[src/rtl/ccr_flag_controller.sv]
// Condition-code register {N,C,Z}: per-opcode flag commit, same-cycle bypass for
// conditional jumps, jump-taken flag clear, and a shadow stack for interrupt save/RTI.
module ccr_flag_controller #(
   parameter int DEPTH = 2,
   parameter int PW    = 1
) (
   input  logic       clk,
   input  logic       rst,
   input  logic       ex_valid,
   input  logic       stall,
   input  logic [3:0] aluControl,
   input  logic [2:0] alu_flag,
   input  logic       jmp_en,
   input  logic [1:0] jmp_type,
   input  logic       int_save,
   input  logic       rti_restore,
   output logic [2:0] ccr,
   output logic [2:0] eff_flag,
   output logic       jump_taken,
   output logic       stack_ovf,
   output logic       stack_unf
);

   localparam logic [3:0] OP_NOT  = 4'b0001;
   localparam logic [3:0] OP_ADD  = 4'b0010;
   localparam logic [3:0] OP_SUB  = 4'b0100;
   localparam logic [3:0] OP_AND  = 4'b0101;
   localparam logic [3:0] OP_OR   = 4'b0110;
   localparam logic [3:0] OP_INC  = 4'b0111;
   localparam logic [3:0] OP_DEC  = 4'b1000;
   localparam logic [3:0] OP_CLRC = 4'b1001;
   localparam logic [3:0] OP_SETC = 4'b1010;
   localparam logic [3:0] OP_SHL  = 4'b1011;
   localparam logic [3:0] OP_SHR  = 4'b1100;

   localparam logic [1:0] J_Z   = 2'b00;
   localparam logic [1:0] J_N   = 2'b01;
   localparam logic [1:0] J_C   = 2'b10;

   localparam logic [PW:0] CNT_ONE  = (PW+1)'(1);
   localparam logic [PW:0] CNT_FULL = (PW+1)'(DEPTH);

   logic             upd;
   logic [2:0]       wr_mask;
   logic [2:0]       wr_val;
   logic             cond;
   logic [2:0]       clr_mask;
   logic [2:0]       normal_next;

   // cnt carries one extra bit so that "full" (cnt==DEPTH) is distinguishable from empty
   logic [PW:0]           cnt;
   logic [PW:0]           cnt_dec;
   logic [DEPTH-1:0][2:0] stack;
   logic [2:0]            pop_val;
   logic                  full;
   logic                  empty;
   logic                  push_ok;
   logic                  push_drop;
   logic                  pop_ok;
   logic                  pop_drop;

   assign upd = ex_valid & ~stall;

   always_comb begin
      wr_mask = 3'b000;
      wr_val  = 3'b000;
      case (aluControl)
         OP_ADD, OP_SUB, OP_INC, OP_DEC, OP_SHL, OP_SHR: begin
            wr_mask = 3'b111;
            wr_val  = alu_flag;
         end
         OP_NOT, OP_AND, OP_OR: begin
            wr_mask = 3'b101;
            wr_val  = alu_flag;
         end
         OP_SETC: begin
            wr_mask = 3'b010;
            wr_val  = 3'b010;
         end
         OP_CLRC: begin
            wr_mask = 3'b010;
            wr_val  = 3'b000;
         end
         default: begin
            wr_mask = 3'b000;
            wr_val  = 3'b000;
         end
      endcase
      if (!upd) wr_mask = 3'b000;
   end

   assign eff_flag = (ccr & ~wr_mask) | (wr_val & wr_mask);

   always_comb begin
      cond     = 1'b1;
      clr_mask = 3'b000;
      case (jmp_type)
         J_Z: begin
            cond     = eff_flag[0];
            clr_mask = 3'b001;
         end
         J_N: begin
            cond     = eff_flag[2];
            clr_mask = 3'b100;
         end
         J_C: begin
            cond     = eff_flag[1];
            clr_mask = 3'b010;
         end
         default: begin
            cond     = 1'b1;
            clr_mask = 3'b000;
         end
      endcase
   end

   assign jump_taken  = jmp_en & upd & cond;
   assign normal_next = jump_taken ? (eff_flag & ~clr_mask) : eff_flag;

   // A simultaneous save and restore cancels out: neither touches the stack
   assign full      = (cnt == CNT_FULL);
   assign empty     = (cnt == '0);
   assign push_ok   = ~stall & int_save & ~rti_restore & ~full;
   assign push_drop = ~stall & int_save & ~rti_restore &  full;
   assign pop_ok    = ~stall & rti_restore & ~int_save & ~empty;
   assign pop_drop  = ~stall & rti_restore & ~int_save &  empty;
   assign cnt_dec   = cnt - CNT_ONE;

   always_comb begin
      pop_val = 3'b000;
      for (int i = 0; i < DEPTH; i++) begin
         if (cnt_dec == (PW+1)'(i)) pop_val = stack[i];
      end
   end

   always_ff @(posedge clk) begin
      if (rst) begin
         ccr       <= 3'b000;
         cnt       <= '0;
         stack     <= '0;
         stack_ovf <= 1'b0;
         stack_unf <= 1'b0;
      end else if (!stall) begin
         ccr <= pop_ok ? pop_val : normal_next;
         if (push_ok) begin
            for (int i = 0; i < DEPTH; i++) begin
               if (cnt == (PW+1)'(i)) stack[i] <= ccr;
            end
            cnt <= cnt + CNT_ONE;
         end else if (pop_ok) begin
            cnt <= cnt_dec;
         end
         if (push_drop) stack_ovf <= 1'b1;
         if (pop_drop)  stack_unf <= 1'b1;
      end
   end

endmodule

[config.mk]
export PLATFORM = sky130hd
export DESIGN_NAME = ccr_flag_controller
export DESIGN_NICKNAME = d
export VERILOG_FILES = /design/src/rtl/ccr_flag_controller.sv
export SDC_FILE = /design/constraint.sdc
export NUM_CORES = 1
export LEC_CHECK = 0
export ABC_CLOCK_PERIOD_IN_PS = 1800
export CAP_MARGIN = 10
export CORE_AREA = 2 2 52 54
export CTS_CLUSTER_DIAMETER = 30
export DETAILED_ROUTE_END_ITERATION = 10
export DIE_AREA = 0 0 54 56
export PLACE_DENSITY = 0.71
export SYNTH_ARGS = -nofsm -noshare
export SYNTH_HDL_FRONTEND = slang
export SYNTH_SLANG_ARGS = --single-unit
[constraint.sdc]
create_clock -name clk -period 1.8 [get_ports clk]
set_input_delay 0.18 -clock clk [delete_from_list [all_inputs] [get_ports clk]]
set_output_delay 0.18 -clock clk [all_outputs]
set_load 0.02 [all_outputs]
# Yosys cells after proc, flatten, opt, wreduce, memory -nomap -nowiden

Cells that the tools add are included.

Add/subtract/negate cells: 2
$lt $le $gt $ge: 0
Divide/modulo/power cells: 0
Bitwise gates (word level): 22
Reduce and logical (&&, ||, !) cells: 13
Shift operators: 0
Mux-type cells: 11
Multipliers: 0
Eq/ne operators: 16

Operators with widths:

| kind                | count |
|---|---|
| $eq 4x4->1 const B  | 5 |
| $pmux 3 s3          | 2 |
| $eq 4x3->1 const B  | 4 |
| $mux 3              | 5 |
| $and 1x1->1         | 11 |
| $and 3x3->3         | 3 |
| $reduce_or 9->1     | 1 |
| $eq 2x1->1 const B  | 3 |
| $logic_not 2->1     | 3 |
| $not 3->3           | 2 |
| $pmux 3 s2          | 1 |
| $reduce_and 2->1    | 3 |
| $reduce_and 3->1    | 2 |
| $reduce_or 6->1     | 1 |
| $not 1->1           | 5 |
| $eq 2x2->1 const B  | 2 |
| $eq 4x1->1 const B  | 1 |
| $eq 4x2->1 const B  | 1 |
| $mux 2              | 2 |
| $or 3x3->3          | 1 |
| $pmux 1 s3          | 1 |
| $reduce_or 3->1     | 1 |
| $add 2x1->2 const B | 1 |
| $reduce_bool 2->1   | 1 |
| 2 further kinds     | 2 |

Word-level logic and storage cells: 70
Bits in writable memories: 0
Output and inout bits: 9
Bits in latches: 0
Memory bits (read-only): 0
Flip-flop bits (word level): 13
Input bits: 16
Memories: 0

# Longest topological paths before layout

Depth after elaboration: 11
Gate-level depth with buffers: 7
Depth with buffers taken out: 6

# Worst setup path before layout

OpenSTA, ideal clock, no wires.

Path type: reg-to-output
From: register ccr[1]
To: output port jump_taken
Path buffers: 0
Required time: 1.620 ns
Data arrival time: 1.556 ns
Slack: 0.064 ns
Stages on the path, launching flop included: 5
Cells stage by stage: dfxtp_1 inv_1 a2111oi_4 o311ai_1 nor3_1

Cells in the longest elaborated chain, start to end: 4

Ends and longest elaborated chain:

| item                   | line | text |
|---|---|---|
| start, declared        | 17   | `output logic [2:0] ccr,` |
| start signal, assigned | 144  | `ccr <= pop_ok ? pop_val : normal_next;` |
| $and 3x3->3            | 92   | `assign eff_flag = (ccr & ~wr_mask) \| (wr_val & wr_mask);` |
| $or 3x3->3             | 92   |  |
| $pmux 1 s3             | 97   | `case (jmp_type)` |
| $and 1x1->1            | 117  | `assign jump_taken = jmp_en & upd & cond;` |
| end, declared          | 19   | `output logic jump_taken,` |

No other way between the ends.

# Worst setup path in the final report

From: input port aluControl[1]
To: output port jump_taken

Cells in the longest elaborated chain, start to end: 9
Elaborated cells between the ends (all ways): 24
Classes of those cells: 11 x eq/ne; 4 x mux; 5 x bitwise; 4 x reduce/logical

Ends and longest elaborated chain:

| item                                          | line | text |
|---|---|---|
| start, declared                               | 11   | `input logic [3:0] aluControl,` |
| $eq 4x2->1, or another cell as far along      | 67   | `case (aluControl)` |
| $reduce_or 6->1, or another cell as far along | -    |  |
| $pmux 3 s3                                    | 67   |  |
| $mux 3                                        | 89   | `if (!upd) wr_mask = 3'b000;` |
| $not 3->3                                     | 92   |  |
| $and 3x3->3                                   | 92   |  |
| $or 3x3->3 *                                  | 92   |  |
| $pmux 1 s3 *                                  | 97   |  |
| $and 1x1->1 *                                 | 117  |  |

Mark *: on every way between the ends. The rest lies on a longest branch, timed or not.

==> impl_metrics.csv <==
group,metric,value,unit
drt,ant_nets,0,
worst_setup_path,cp.required,1.62,ns
drt,wirelength,2.775,mm
timing,hold_violations,0,
die,die_h,56,µm
final_layout,fillers,227,
power_and_ir_drop,vdd_ir_drop_max,0.0006359,V
status,run_status,"finished, violations left",
yosys,syn_inst,128,
grt,grt_pass1_wl,4.712,mm
cts,htreeDepth,1,
timing,slew_violations,0,
placed_design,port_buffers,24,
yosys,ys.flop_type,"dfxtp_1",
timing,rsz0062_at_grt,"true",
timing,skew,0.004854,ns
drt,post_drt_wl_per_cell,13.28,µm
final_layout,num_antenna_cells,0,
timing,setup_violations,1,
timing,period_minus_slack,1.804,ns
yosys,synth_seq_cells,13,
final_layout,area.growth.synth_to_final,46.61,%
status,violations,"setup timing",
yosys,async_flop_share,0,%
die,fp-row-count,18,
cts,clock_latency,0.28,ns
power_and_ir_drop,total_leakage_power,0.0005892,µW
cts,clockRootBuffer,"clkbuf_4",
cts,numCtsBuffers,3,
yosys,ys_warn_count,0,
final_layout,layout.area.seq,260.3,µm²
die,dieArea,0.003024,mm²
grt,antenna_found_initial,0,
die,die_w,54,µm
job,cap_violations,0,
drt,drc_errors,0,
cts,cts_tree,"done",
final_layout,drive_above_1_share,33.52,%
cts,cts.sinks,13,
timing,worst_slack,-0.003997,ns
drt,vias,1111,
grt,track_usage,21.07,%
drt,dr.pass1.iters,4,
drt,vias_per_cell,5.316,
worst_setup_path,cp_max_fo,10,
yosys,syn_nets,148,
yosys,synth-edff-count,0,
final_layout,fin_nets,200,
final_layout,fin_area,0.001515,mm²
die,start_util,42.49,%
timing,max_slew_margin,66.03,%
yosys,yosysTopAreaCell,"dfxtp_1",
placed_design,gp_congestion,0.9146,
timing,post-route-period-util,100.2,%
yosys,synth_area,0.001033,mm²
power_and_ir_drop,p_per_area,500.5,mW/mm²
yosys,syn_avg_cell_area,8.074,µm²
grt,grt-ovfl-total,0,
cts,clk_pin_slew,0.08,ns
yosys,yosysTopAreaCellShare,25.18,%
yosys,ys_top_cells_by_area,"dfxtp_1 (25%), nand2_1 (6.5%), a21oi_1 (6.3%)",
grt,grt_pass1_vias,1090,
yosys,ys_types,43,
placed_design,dp_hpwl,2.123,mm
drt,drt_iter0_drc,10,
worst_hold_path,hold_class,"in2reg",
worst_setup_path,crit_slowest_cell,"mux2_4",
timing,fmax,554.3,MHz
die,core_area,0.002432,mm²
placed_design,post_dp_cell_area,0.001459,mm²
final_layout,multi_input_area,732.0,µm²
yosys,synth_most_common_cell,"nand2_1",
worst_setup_path,arrival,1.62,ns
worst_setup_path,path_cells,"clkdlybuf4s15_2 > buf_6 > and3b_2 > o221ai_2 > mux2_4 > nor3_2 > nor3_1 > buf_2",
worst_setup_path,cp-end-kind,"output port",
worst_setup_path,crit_path_start_kind,"input port",
worst_setup_path,r2r_setup_slack,0.21,ns
grt,grt_max_degree,14,
worst_setup_path,critPathKind,"in2out",
yosys,synth_common_cells,"nand2_1 (18), a21oi_1 (13), dfxtp_1 (13)",
worst_setup_path,critPathMaxStageDelay,0.34,ns
timing,holdWs,0.3632,ns
die,ios,25,
timing,tightest_slew,0.5079,ns
cts,clk_path_buf_depth,2,
yosys,ys_seq_area_share,25.18,%
power_and_ir_drop,power.total,758.4,µW
==> registers in the layout, summed over array words and instances, names as in the netlist <==
register,count
ccr,3
stack_ovf,1
cnt,2
stack_unf,1
stack,6
==> final timing paths <==
| check | startpoint | endpoint | cells after the start |
|---|---|---|---|
| worst max register to register | cnt[0] | cnt[0] | 6 |
| worst min-delay path | stall | ccr[1] | 3 |
| worst max-delay path | aluControl[1] | jump_taken | 8 |
| worst min register to register | stack[1] | stack[1] | 2 |
==> area by class of cell <==
class | instances | share of cell area, %
Sequential cell | 13 | 17.18
Clock buffer | 4 | 1.734
Timing Repair Buffer | 54 | 29.07
Inverter | 5 | 1.239
Tap cell | 30 | 2.477
Multi-Input combinational cell | 103 | 48.31
==> layer usage <==
layer	GRT usage, %	vias up	wire (µm)
met5	0	-	0
met4	7.857	0	17
met3	5.108	2	143
met2	33.97	27	1382
met1	26.39	517	1232
li1	-	565	-
==> kinds of logic (layout without fill, tap and decap cells) <==
logic type      Yosys count  in the layout  synth area share (%)
xor+xnor                  3              3                 2.543
simple gates             56             56                 31.48
compound gates           37             37                 25.79
mux                       3              3                 3.027
flops                    13             13                 25.18
buf+inv                  12             63                 7.143
fa+ha+maj                 4              4                 4.843
==> power breakdown <==
| group | total, µW | switching, µW | internal [µW] |
|---|---|---|---|
| clock | 184 | 97.7 | 86.0 |
| combinational | 271 | 130 | 141 |
| sequential | 303 | 6.71 | 297 |
==> layout by cell type, fill, tap and decap left out, types with 3 or more instances in the layout <==
cell and n:
dlygate4sd2_1 4, nor3_1 3, nor2_1 6, a21oi_1 13, nand2_1 18, dfxtp_1 13
inv_1 5, clkbuf_4 3, buf_4 28, nand3_1 6, buf_2 6, clkdlybuf4s50_1 12
ha_1 4, buf_6 3, o21ai_0 9
==> metrics by stage <==
stage	utilization (%)	TNS, ns	setup slack (ns)	instances
detailed placement	59.98	-4.139	-0.8507	202
finish	62.29	-0.003997	-0.003997	209
CTS	61.78	0	0.004917	208
floorplan	-	0	0.06357	128
global placement	59.98	-3.360	-0.7789	202
global route	62.29	-0.03490	-0.03490	209
==> worst max-delay path, delay by kind of cell <==
| kind | cells | cell delay (ns) |
|---|---|---|
| buffers and inverters | 3 | 0.50 |
| and+or+nand+nor | 3 | 0.39 |
| muxes | 1 | 0.34 |
| AOI/OAI and AO/OA | 1 | 0.21 |
==> repair_timing <==
action                                 in CTS  in global routing
hold buffers                                0                  0
endpoints found under the hold margin       0                  0
resized for setup                          46                  4
buffers inserted                            2                  1
setup endpoints to repair                   6                  3
pin swaps                                   6                  7
Note: power is estimated with default switching activity, not from simulation.
